$ cat config.mk
export PLATFORM = sky130hd
export DESIGN_NAME = mp3_sci_reader_flat
export DESIGN_NICKNAME = d
export VERILOG_FILES = /design/src/rtl/mp3_sci_reader_if.sv /design/src/rtl/mp3_sci_reader.sv /design/src/flat_wrapper.sv
export SDC_FILE = /design/constraint.sdc
export NUM_CORES = 1
export LEC_CHECK = 0
export ABC_CLOCK_PERIOD_IN_PS = 2300
export CORE_ASPECT_RATIO = 1.2
export CORE_MARGIN = 4
export CORE_UTILIZATION = 43
export CTS_CLUSTER_DIAMETER = 120
export CTS_CLUSTER_SIZE = 10
export DETAILED_ROUTE_END_ITERATION = 12
export GPL_TIMING_DRIVEN = 0
export PLACE_DENSITY = 0.61
export REMOVE_ABC_BUFFERS = 1
export SYNTH_ARGS = -nofsm -noshare
export SYNTH_HDL_FRONTEND = slang
export SYNTH_SLANG_ARGS = --single-unit
$ cat constraint.sdc
create_clock -name clk_1M -period 2.3 [get_ports clk_1M]
set_clock_uncertainty 0.1 [all_clocks]
set_input_delay 0.575 -clock clk_1M [delete_from_list [all_inputs] [get_ports clk_1M]]
set_output_delay 0.575 -clock clk_1M [all_outputs]
set_load 0.1 [all_outputs]
$ cat src/rtl/mp3_sci_reader_if.sv
// Host request/response and VS10xx SCI pin bundle
// for the SCI read engine.
interface mp3_sci_reader_if;
  logic        rd_req;
  logic [3:0]  rd_addr;
  logic [15:0] rd_data;
  logic        rd_valid;
  logic        busy;
  logic        timeout_err;
  logic        DREQ;
  logic        SO;
  logic        XCS;
  logic        SCK;
  logic        SI;

  modport slave (
    input  rd_req, rd_addr, DREQ, SO,
    output rd_data, rd_valid, busy, timeout_err,
    output XCS, SCK, SI
  );

  modport master (
    output rd_req, rd_addr, DREQ, SO,
    input  rd_data, rd_valid, busy, timeout_err,
    input  XCS, SCK, SI
  );
endinterface

$ cat src/rtl/mp3_sci_reader.sv
// VS10xx SCI read engine: sends READ + address on SI,
// then shifts the 16-bit register value in from SO.
module mp3_sci_reader #(
  parameter logic [7:0] READ_OPCODE  = 8'h03,
  parameter int         DREQ_TIMEOUT = 50000
) (
  input  logic clk_1M,
  input  logic rst,
  mp3_sci_reader_if.slave bus
);

  localparam int CW = (DREQ_TIMEOUT > 1) ? $clog2(DREQ_TIMEOUT) : 1;
  localparam logic [CW-1:0] TMO_LAST = CW'(DREQ_TIMEOUT - 1);

  typedef enum logic [2:0] {
    IDLE,
    WAIT_DREQ,
    SHIFT_OUT,
    SHIFT_IN,
    FINISH
  } state_t;

  state_t        state_q, state_d;
  logic [3:0]    addr_q, addr_d;
  logic [CW-1:0] tmo_q, tmo_d;
  logic [3:0]    bit_q, bit_d;
  logic [15:0]   shreg_q, shreg_d;
  logic [15:0]   rd_data_q, rd_data_d;
  logic          rd_valid_q, rd_valid_d;
  logic          busy_q, busy_d;
  logic          tmo_err_q, tmo_err_d;
  logic          xcs_q, xcs_d;
  logic          sck_q, sck_d;
  logic          si_q, si_d;
  logic [15:0]   frame;

  assign frame = {READ_OPCODE, 4'h0, addr_q};

  always_comb begin
    state_d    = state_q;
    addr_d     = addr_q;
    tmo_d      = tmo_q;
    bit_d      = bit_q;
    shreg_d    = shreg_q;
    rd_data_d  = rd_data_q;
    rd_valid_d = 1'b0;
    busy_d     = busy_q;
    tmo_err_d  = 1'b0;
    xcs_d      = xcs_q;
    sck_d      = sck_q;
    si_d       = si_q;
    unique case (state_q)
      IDLE: begin
        if (bus.rd_req) begin
          addr_d  = bus.rd_addr;
          busy_d  = 1'b1;
          tmo_d   = '0;
          state_d = WAIT_DREQ;
        end
      end
      WAIT_DREQ: begin
        if (bus.DREQ) begin
          xcs_d   = 1'b0;
          sck_d   = 1'b0;
          si_d    = frame[15];
          shreg_d = {frame[14:0], 1'b0};
          bit_d   = 4'd0;
          state_d = SHIFT_OUT;
        end else if (tmo_q == TMO_LAST) begin
          tmo_err_d = 1'b1;
          busy_d    = 1'b0;
          state_d   = IDLE;
        end else begin
          tmo_d = tmo_q + CW'(1);
        end
      end
      SHIFT_OUT: begin
        if (!sck_q) begin
          sck_d = 1'b1;
        end else begin
          sck_d = 1'b0;
          if (bit_q == 4'd15) begin
            si_d    = 1'b0;
            bit_d   = 4'd0;
            state_d = SHIFT_IN;
          end else begin
            si_d    = shreg_q[15];
            shreg_d = {shreg_q[14:0], 1'b0};
            bit_d   = bit_q + 4'd1;
          end
        end
      end
      SHIFT_IN: begin
        // SO is taken at the end of the high phase; the
        // decoder only moves it on the falling edge.
        if (!sck_q) begin
          sck_d = 1'b1;
        end else begin
          sck_d   = 1'b0;
          shreg_d = {shreg_q[14:0], bus.SO};
          if (bit_q == 4'd15) begin
            xcs_d   = 1'b1;
            bit_d   = 4'd0;
            state_d = FINISH;
          end else begin
            bit_d = bit_q + 4'd1;
          end
        end
      end
      FINISH: begin
        rd_data_d  = shreg_q;
        rd_valid_d = 1'b1;
        busy_d     = 1'b0;
        state_d    = IDLE;
      end
      default: begin
        state_d = IDLE;
      end
    endcase
  end

  always_ff @(posedge clk_1M) begin
    if (!rst) begin
      state_q    <= IDLE;
      addr_q     <= '0;
      tmo_q      <= '0;
      bit_q      <= '0;
      shreg_q    <= '0;
      rd_data_q  <= '0;
      rd_valid_q <= 1'b0;
      busy_q     <= 1'b0;
      tmo_err_q  <= 1'b0;
      xcs_q      <= 1'b1;
      sck_q      <= 1'b0;
      si_q       <= 1'b0;
    end else begin
      state_q    <= state_d;
      addr_q     <= addr_d;
      tmo_q      <= tmo_d;
      bit_q      <= bit_d;
      shreg_q    <= shreg_d;
      rd_data_q  <= rd_data_d;
      rd_valid_q <= rd_valid_d;
      busy_q     <= busy_d;
      tmo_err_q  <= tmo_err_d;
      xcs_q      <= xcs_d;
      sck_q      <= sck_d;
      si_q       <= si_d;
    end
  end

  assign bus.rd_data     = rd_data_q;
  assign bus.rd_valid    = rd_valid_q;
  assign bus.busy        = busy_q;
  assign bus.timeout_err = tmo_err_q;
  assign bus.XCS         = xcs_q;
  assign bus.SCK         = sck_q;
  assign bus.SI          = si_q;

endmodule

$ cat src/flat_wrapper.sv
// flat-port wrapper written by rule: the top's interface ports become plain ports
module mp3_sci_reader_flat 
#(
  parameter logic [7:0] READ_OPCODE  = 8'h03,
  parameter int         DREQ_TIMEOUT = 50000
)
  (clk_1M, rst, bus_rd_req, bus_rd_addr, bus_DREQ, bus_SO, bus_rd_data, bus_rd_valid, bus_busy, bus_timeout_err, bus_XCS, bus_SCK, bus_SI);
  mp3_sci_reader_if bus_i ();
  input  logic clk_1M;
  input  logic rst;
  input wire logic [$bits(bus_i.rd_req)-1:0] bus_rd_req;
  input wire logic [$bits(bus_i.rd_addr)-1:0] bus_rd_addr;
  input wire logic [$bits(bus_i.DREQ)-1:0] bus_DREQ;
  input wire logic [$bits(bus_i.SO)-1:0] bus_SO;
  output wire logic [$bits(bus_i.rd_data)-1:0] bus_rd_data;
  output wire logic [$bits(bus_i.rd_valid)-1:0] bus_rd_valid;
  output wire logic [$bits(bus_i.busy)-1:0] bus_busy;
  output wire logic [$bits(bus_i.timeout_err)-1:0] bus_timeout_err;
  output wire logic [$bits(bus_i.XCS)-1:0] bus_XCS;
  output wire logic [$bits(bus_i.SCK)-1:0] bus_SCK;
  output wire logic [$bits(bus_i.SI)-1:0] bus_SI;
  assign bus_i.rd_req = bus_rd_req;
  assign bus_i.rd_addr = bus_rd_addr;
  assign bus_i.DREQ = bus_DREQ;
  assign bus_i.SO = bus_SO;
  assign bus_rd_data = bus_i.rd_data;
  assign bus_rd_valid = bus_i.rd_valid;
  assign bus_busy = bus_i.busy;
  assign bus_timeout_err = bus_i.timeout_err;
  assign bus_XCS = bus_i.XCS;
  assign bus_SCK = bus_i.SCK;
  assign bus_SI = bus_i.SI;
  mp3_sci_reader #(.READ_OPCODE(READ_OPCODE), .DREQ_TIMEOUT(DREQ_TIMEOUT)) u_core (.clk_1M(clk_1M), .rst(rst), .bus(bus_i));
endmodule
---- Yosys cells after proc, flatten, opt, wreduce, memory -nomap -nowiden ----
Index checks and enable logic that the tools add are counted.
Widths: inputs -> output; s select.
word-level totals
  register bits after elaboration ......... 65
  input bits .............................. 9
  word-level logic and storage cells ...... 88
operators by class
  $add $sub $neg .......................... 2
  equal/unequal tests ..................... 18
  multiplexer cells ....................... 36
  bitwise gates (word level) .............. 2
  reductions and logical operators ........ 18
operator list
  operator               count
  $mux 16                7
  $pmux 16 s3            1
  $pmux 16 s2            1
  $mux 3                 7
  $add 16x1->16 const B  1
  $eq 16x16->1 const B   1
  $mux 4                 3
  $ne 2x1->1 const B     6
  $pmux 3 s4             1
  $reduce_and 4->1       3
  $mux 1                 11
  $ne 2x2->1 const B     5
  $pmux 4 s2             1
  $reduce_bool 2->1      4
  $eq 3x2->1 const B     2
  $pmux 1 s2             3
  $reduce_and 3->1       2
  $reduce_and 6->1       1
  $reduce_bool 3->1      2
  $reduce_and 5->1       1
  $add 4x1->4 const B    1
  $eq 4x4->1 const B     1
  $reduce_and 2->1       2
  $eq 3x1->1 const B     1
  other kinds (7)        8

---- Depth between registers and ports, before layout ----
  depth after elaboration ................. 4
  mapped depth ............................ 7
  mapped depth without buffers ............ 5

---- Worst setup path before layout ----
OpenSTA, ideal clock, no wires.
  kind .................................... reg2reg
  start point ............................. register u_core.sck_q (netlist: u_core.bus.SCK)
  end point ............................... register u_core.shreg_q[1]
  setup time .............................. 0.091 ns
  arrival time ............................ 2.057 ns
  required time ........................... 2.109 ns
  setup slack ............................. 0.052 ns
  cell stages (with the launch flop) ...... 7
  path buffers ............................ 2
  period minus slack after synthesis ...... 2.248 ns
  path through ............................ dfxtp_1 > clkbuf_1 > nand2_1 > a221oi_2 > buf_4 > nor2_1 > a311oi_1
between the ends
  word-level cells in the longest chain between the ends .. 2
  elaborated cells between the ends (all ways) .. 3
RTL lines
  what                            RTL line               text
  start, declared                 mp3_sci_reader.sv:33   logic sck_q, sck_d;
  start signal, assigned          mp3_sci_reader.sv:147  sck_q <= sck_d;
  $ne 2x1->1 (no line)            --
  $reduce_and 5->1 (no line) (*)  --
  end signal, assigned            mp3_sci_reader.sv:141  shreg_q <= shreg_d;
  end, declared                   mp3_sci_reader.sv:27   logic [15:0] shreg_q, shreg_d;
Mark *: on every way between the ends. The rest lies on a longest branch, timed or not.
A chain may end at the register's enable or synchronous reset.

---- Worst setup path in the final report ----
  start point ............................. register u_core.si_q (netlist: u_core.bus.SI)
  end point ............................... output port bus_SI
RTL lines
  what                    RTL line               text
  start, declared         mp3_sci_reader.sv:34   logic si_q, si_d;
  start signal, assigned  mp3_sci_reader.sv:148  si_q <= si_d;
  end, declared           flat_wrapper.sv:21     output wire logic [$bits(bus_i.SI)-1:0] bus_SI;
No word-level cell between the ends.

==> flow_summary.ini <==
[grt]
grt_pass1_wl_microns = 12560
antenna_found_initial = 0
overflow = 0
grt_usage_pct = 18.17
first_global_vias = 2602
grt_max_degree = 51

[sta]
fin_crit_sh_pct = 97.64
setup-violations-final = 0
worst_slew_pin_slew_ns = 0.9653
hold_viol = 0
setup_tns_ns = 0
layout_min_cycle_time_ns = 2.246
finalMaxSlewViolations = 0
hold_ws_ns = 0.3536
maxSlewHeadroom_pct = 35.90
max_freq_ghz = 0.4453
rsz0062_at_grt = no

[layout]
n_antenna_cell = 0
final_cell_count_no_fill = 481
stdcell_area_sq_um = 3573
final_nets = 400
syn_to_final_growth_pct = 16.91
drive_gt1_share_pct = 11.42
n_fill_cell = 690
postLayoutCoreUtil_pct = 51.82

[worst_setup_path]
crit_type = reg2out
endpoint_kind = primary output
reg2reg_depth = 4
cp_slowest_stage_delay_ns = 0.87
cp_top_family = buffers and inverters
crit_start = u_core.bus.SI
critPathSlowestCell = dlygate4sd2_1
regToRegEndpoint = u_core.bus.SI
cp_num_buf_inv = 1
cp-start-kind = flop
cp_max_fo = 2
crit_required_ns = 1.62
reg2reg_slack_ns = 0.20
worstReg2RegStart = u_core.state_q[0]
critPathArrivalTime_ns = 1.57
worstPathCellList = dlygate4sd2_1

[synth]
synthDominantCellAreaShare_pct = 42.57
yosys-top-cells-count = nand2_1, dfxtp_1, a21oi_1
synth-main-ff-cell = dfxtp_1
ys_seq_area_share_pct = 42.57
async_flop_share_pct = 0
avgSynthCellArea_sq_um = 8.195
yosys-top-cells-area = dfxtp_1, nand2_1, a21oi_1
yosysWarnings = 0
synth.distinct_cells = 53
yosysMostFrequentCell = nand2_1
synth_area_sq_um = 3057
synthesis.instances = 373
synth_edf_count = 0
ys_ff_latch = 65
synth_area_leader_cell = dfxtp_1

[clocking]
h-tree-depth = 3
hold_buffers = 0
cts_buffer_depth = 2
clock-sinks = 65
root_buffer = clkbuf_8
cts_made_buffers = 9
clk_latency_ns = 0.34
cts_tree = yes
clkTransAtPathRegs_ns = 0.07

[pwr]
peakVddDrop_mv = 0.4773
p_leak_uw = 0.001256
power.density_nw_per_um2 = 644.9

[floorplan]
fp.coreArea_sq_um = 6895
core.rowCount = 33
fp.dieH_microns = 100.4
fp.dieW_microns = 84.97
io_pins = 31
dieArea_sq_um = 8527
start_util_pct = 44.33

[worst_hold_path]
holdCritStartpoint = u_core.bus.rd_data[8]
worst_hold_path_type = reg2reg
hold_end = u_core.bus.rd_data[8]
hold-path-cell-count = 2

[drt]
post_drt_wl_per_cell_microns = 15.30
drc = 0
drt_iter0_drc = 183
drtPass1Iterations = 4
ant_nets = 0
vias = 2788
finalWirelength_microns = 7359
viasPerCell = 5.796

[placement]
numPortBuffers = 30
hpwl_microns = 4588
placed_cells = 457
place.gp.congestion = 0.8647
placed_cell_area_sq_um = 3307

[flow_run]
cap_violations = 0

[run_status]
status = finished, final reports clean
cell families after synthesis:
group / count (synthesis) / synth area share (%)
AO/OA/AOI/OAI: 94 / 19.77
flip-flops: 65 / 42.57
AND/OR/NAND/NOR: 170 / 29.51
multiplexers: 5 / 1.637
buffers and inverters: 37 / 5.690
adder cells (fa/ha/maj): 2 / 0.8185
timing repair:
item,in CTS,in global routing
pin swaps,2,1
endpoints found under the setup margin,57,16
gates cloned,1,0
setup buffers,4,3
gates resized for setup,33,7
cell type report:
type | count | area [sq um] | share of cell area (%)
tap | 87 | 108.9 | 3.046
timing repair buffer | 37 | 321.6 | 8.999
clock buffer | 10 | 137.6 | 3.852
sequential | 65 | 1305 | 36.52
clock inverter | 6 | 43.79 | 1.225
multi-input combinational | 272 | 1639 | 45.87
inverter | 4 | 17.52 | 0.4902
placed cells by master, fill, tap and decap left out, types with 3 or more instances in the layout:
master	n
inv_1	3
or3_1	3
nand2b_1	3
a21oi_1	44
a311oi_1	5
and3_1	6
and2_1	5
nor2_1	19
buf_4	7
o32ai_1	4
nor3_1	4
nor2b_1	4
clkinvlp_4	4
and4_1	9
mux2i_1	5
nand3_1	13
o21a_1	3
o31ai_1	3
nand2_1	73
dfxtp_1	62
nand4_1	10
o311ai_0	4
dlygate4sd2_1	22
dfxtp_2	3
o21ai_0	9
nor3b_1	4
clkbuf_8	10
clkdlybuf4s50_1	6
nand4b_1	4
a211oi_1	6
a31oi_1	4
worst reg2reg max path, cell delays in order, from the launching register on:
cell and delay [ns]:
dfxtp_2 0.52, nor3b_1 0.78, a21oi_1 0.15, or3_1 0.37, a21oi_1 0.12
registers in the layout, summed over array words and instances (netlist names):
register and count:
u_core.bus.rd_data 16, u_core.shreg_q 16, u_core.tmo_q 16, u_core.addr_q 4, u_core.bit_q 4, u_core.state_q 3
u_core.bus.SCK 1, u_core.bus.SI 1, u_core.bus.XCS 1, u_core.bus.busy 1, u_core.bus.rd_valid 1, u_core.bus.timeout_err 1
power by group:
part	internal [uW]	switching (uW)	total [uW]
sequential	1150	30.4	1180
combinational	83.3	163	247
clock	419	459	878
worst max path at each step:
stage | endpoint | cells after the start
floorplan | u_core.shreg_q[10] | 4
global placement | u_core.tmo_q[14] | 5
detailed placement | u_core.shreg_q[2] | 5
CTS | u_core.bit_q[3] | 4
global route | bus_rd_data[15] | 1
finish | bus_SI | 1
layer usage:
layer,up-vias,track usage (%),part of all wire (%)
li1,1381,-,-
met1,1318,23.71,46
met2,78,28.59,47
met3,11,3.202,4.5
met4,0,9.622,2.0
met5,-,0,0
metrics by stage:
step                      worst slack (ns)  power, uW
after floorplan                    -0.3584       1358
after global placement              -1.240       1433
after detailed placement           -0.9198       1434
after CTS                         0.003686       2325
after global routing               0.01537       2404
final                              0.05427       2305
No activity file was read; power rests on OpenSTA's default activity.
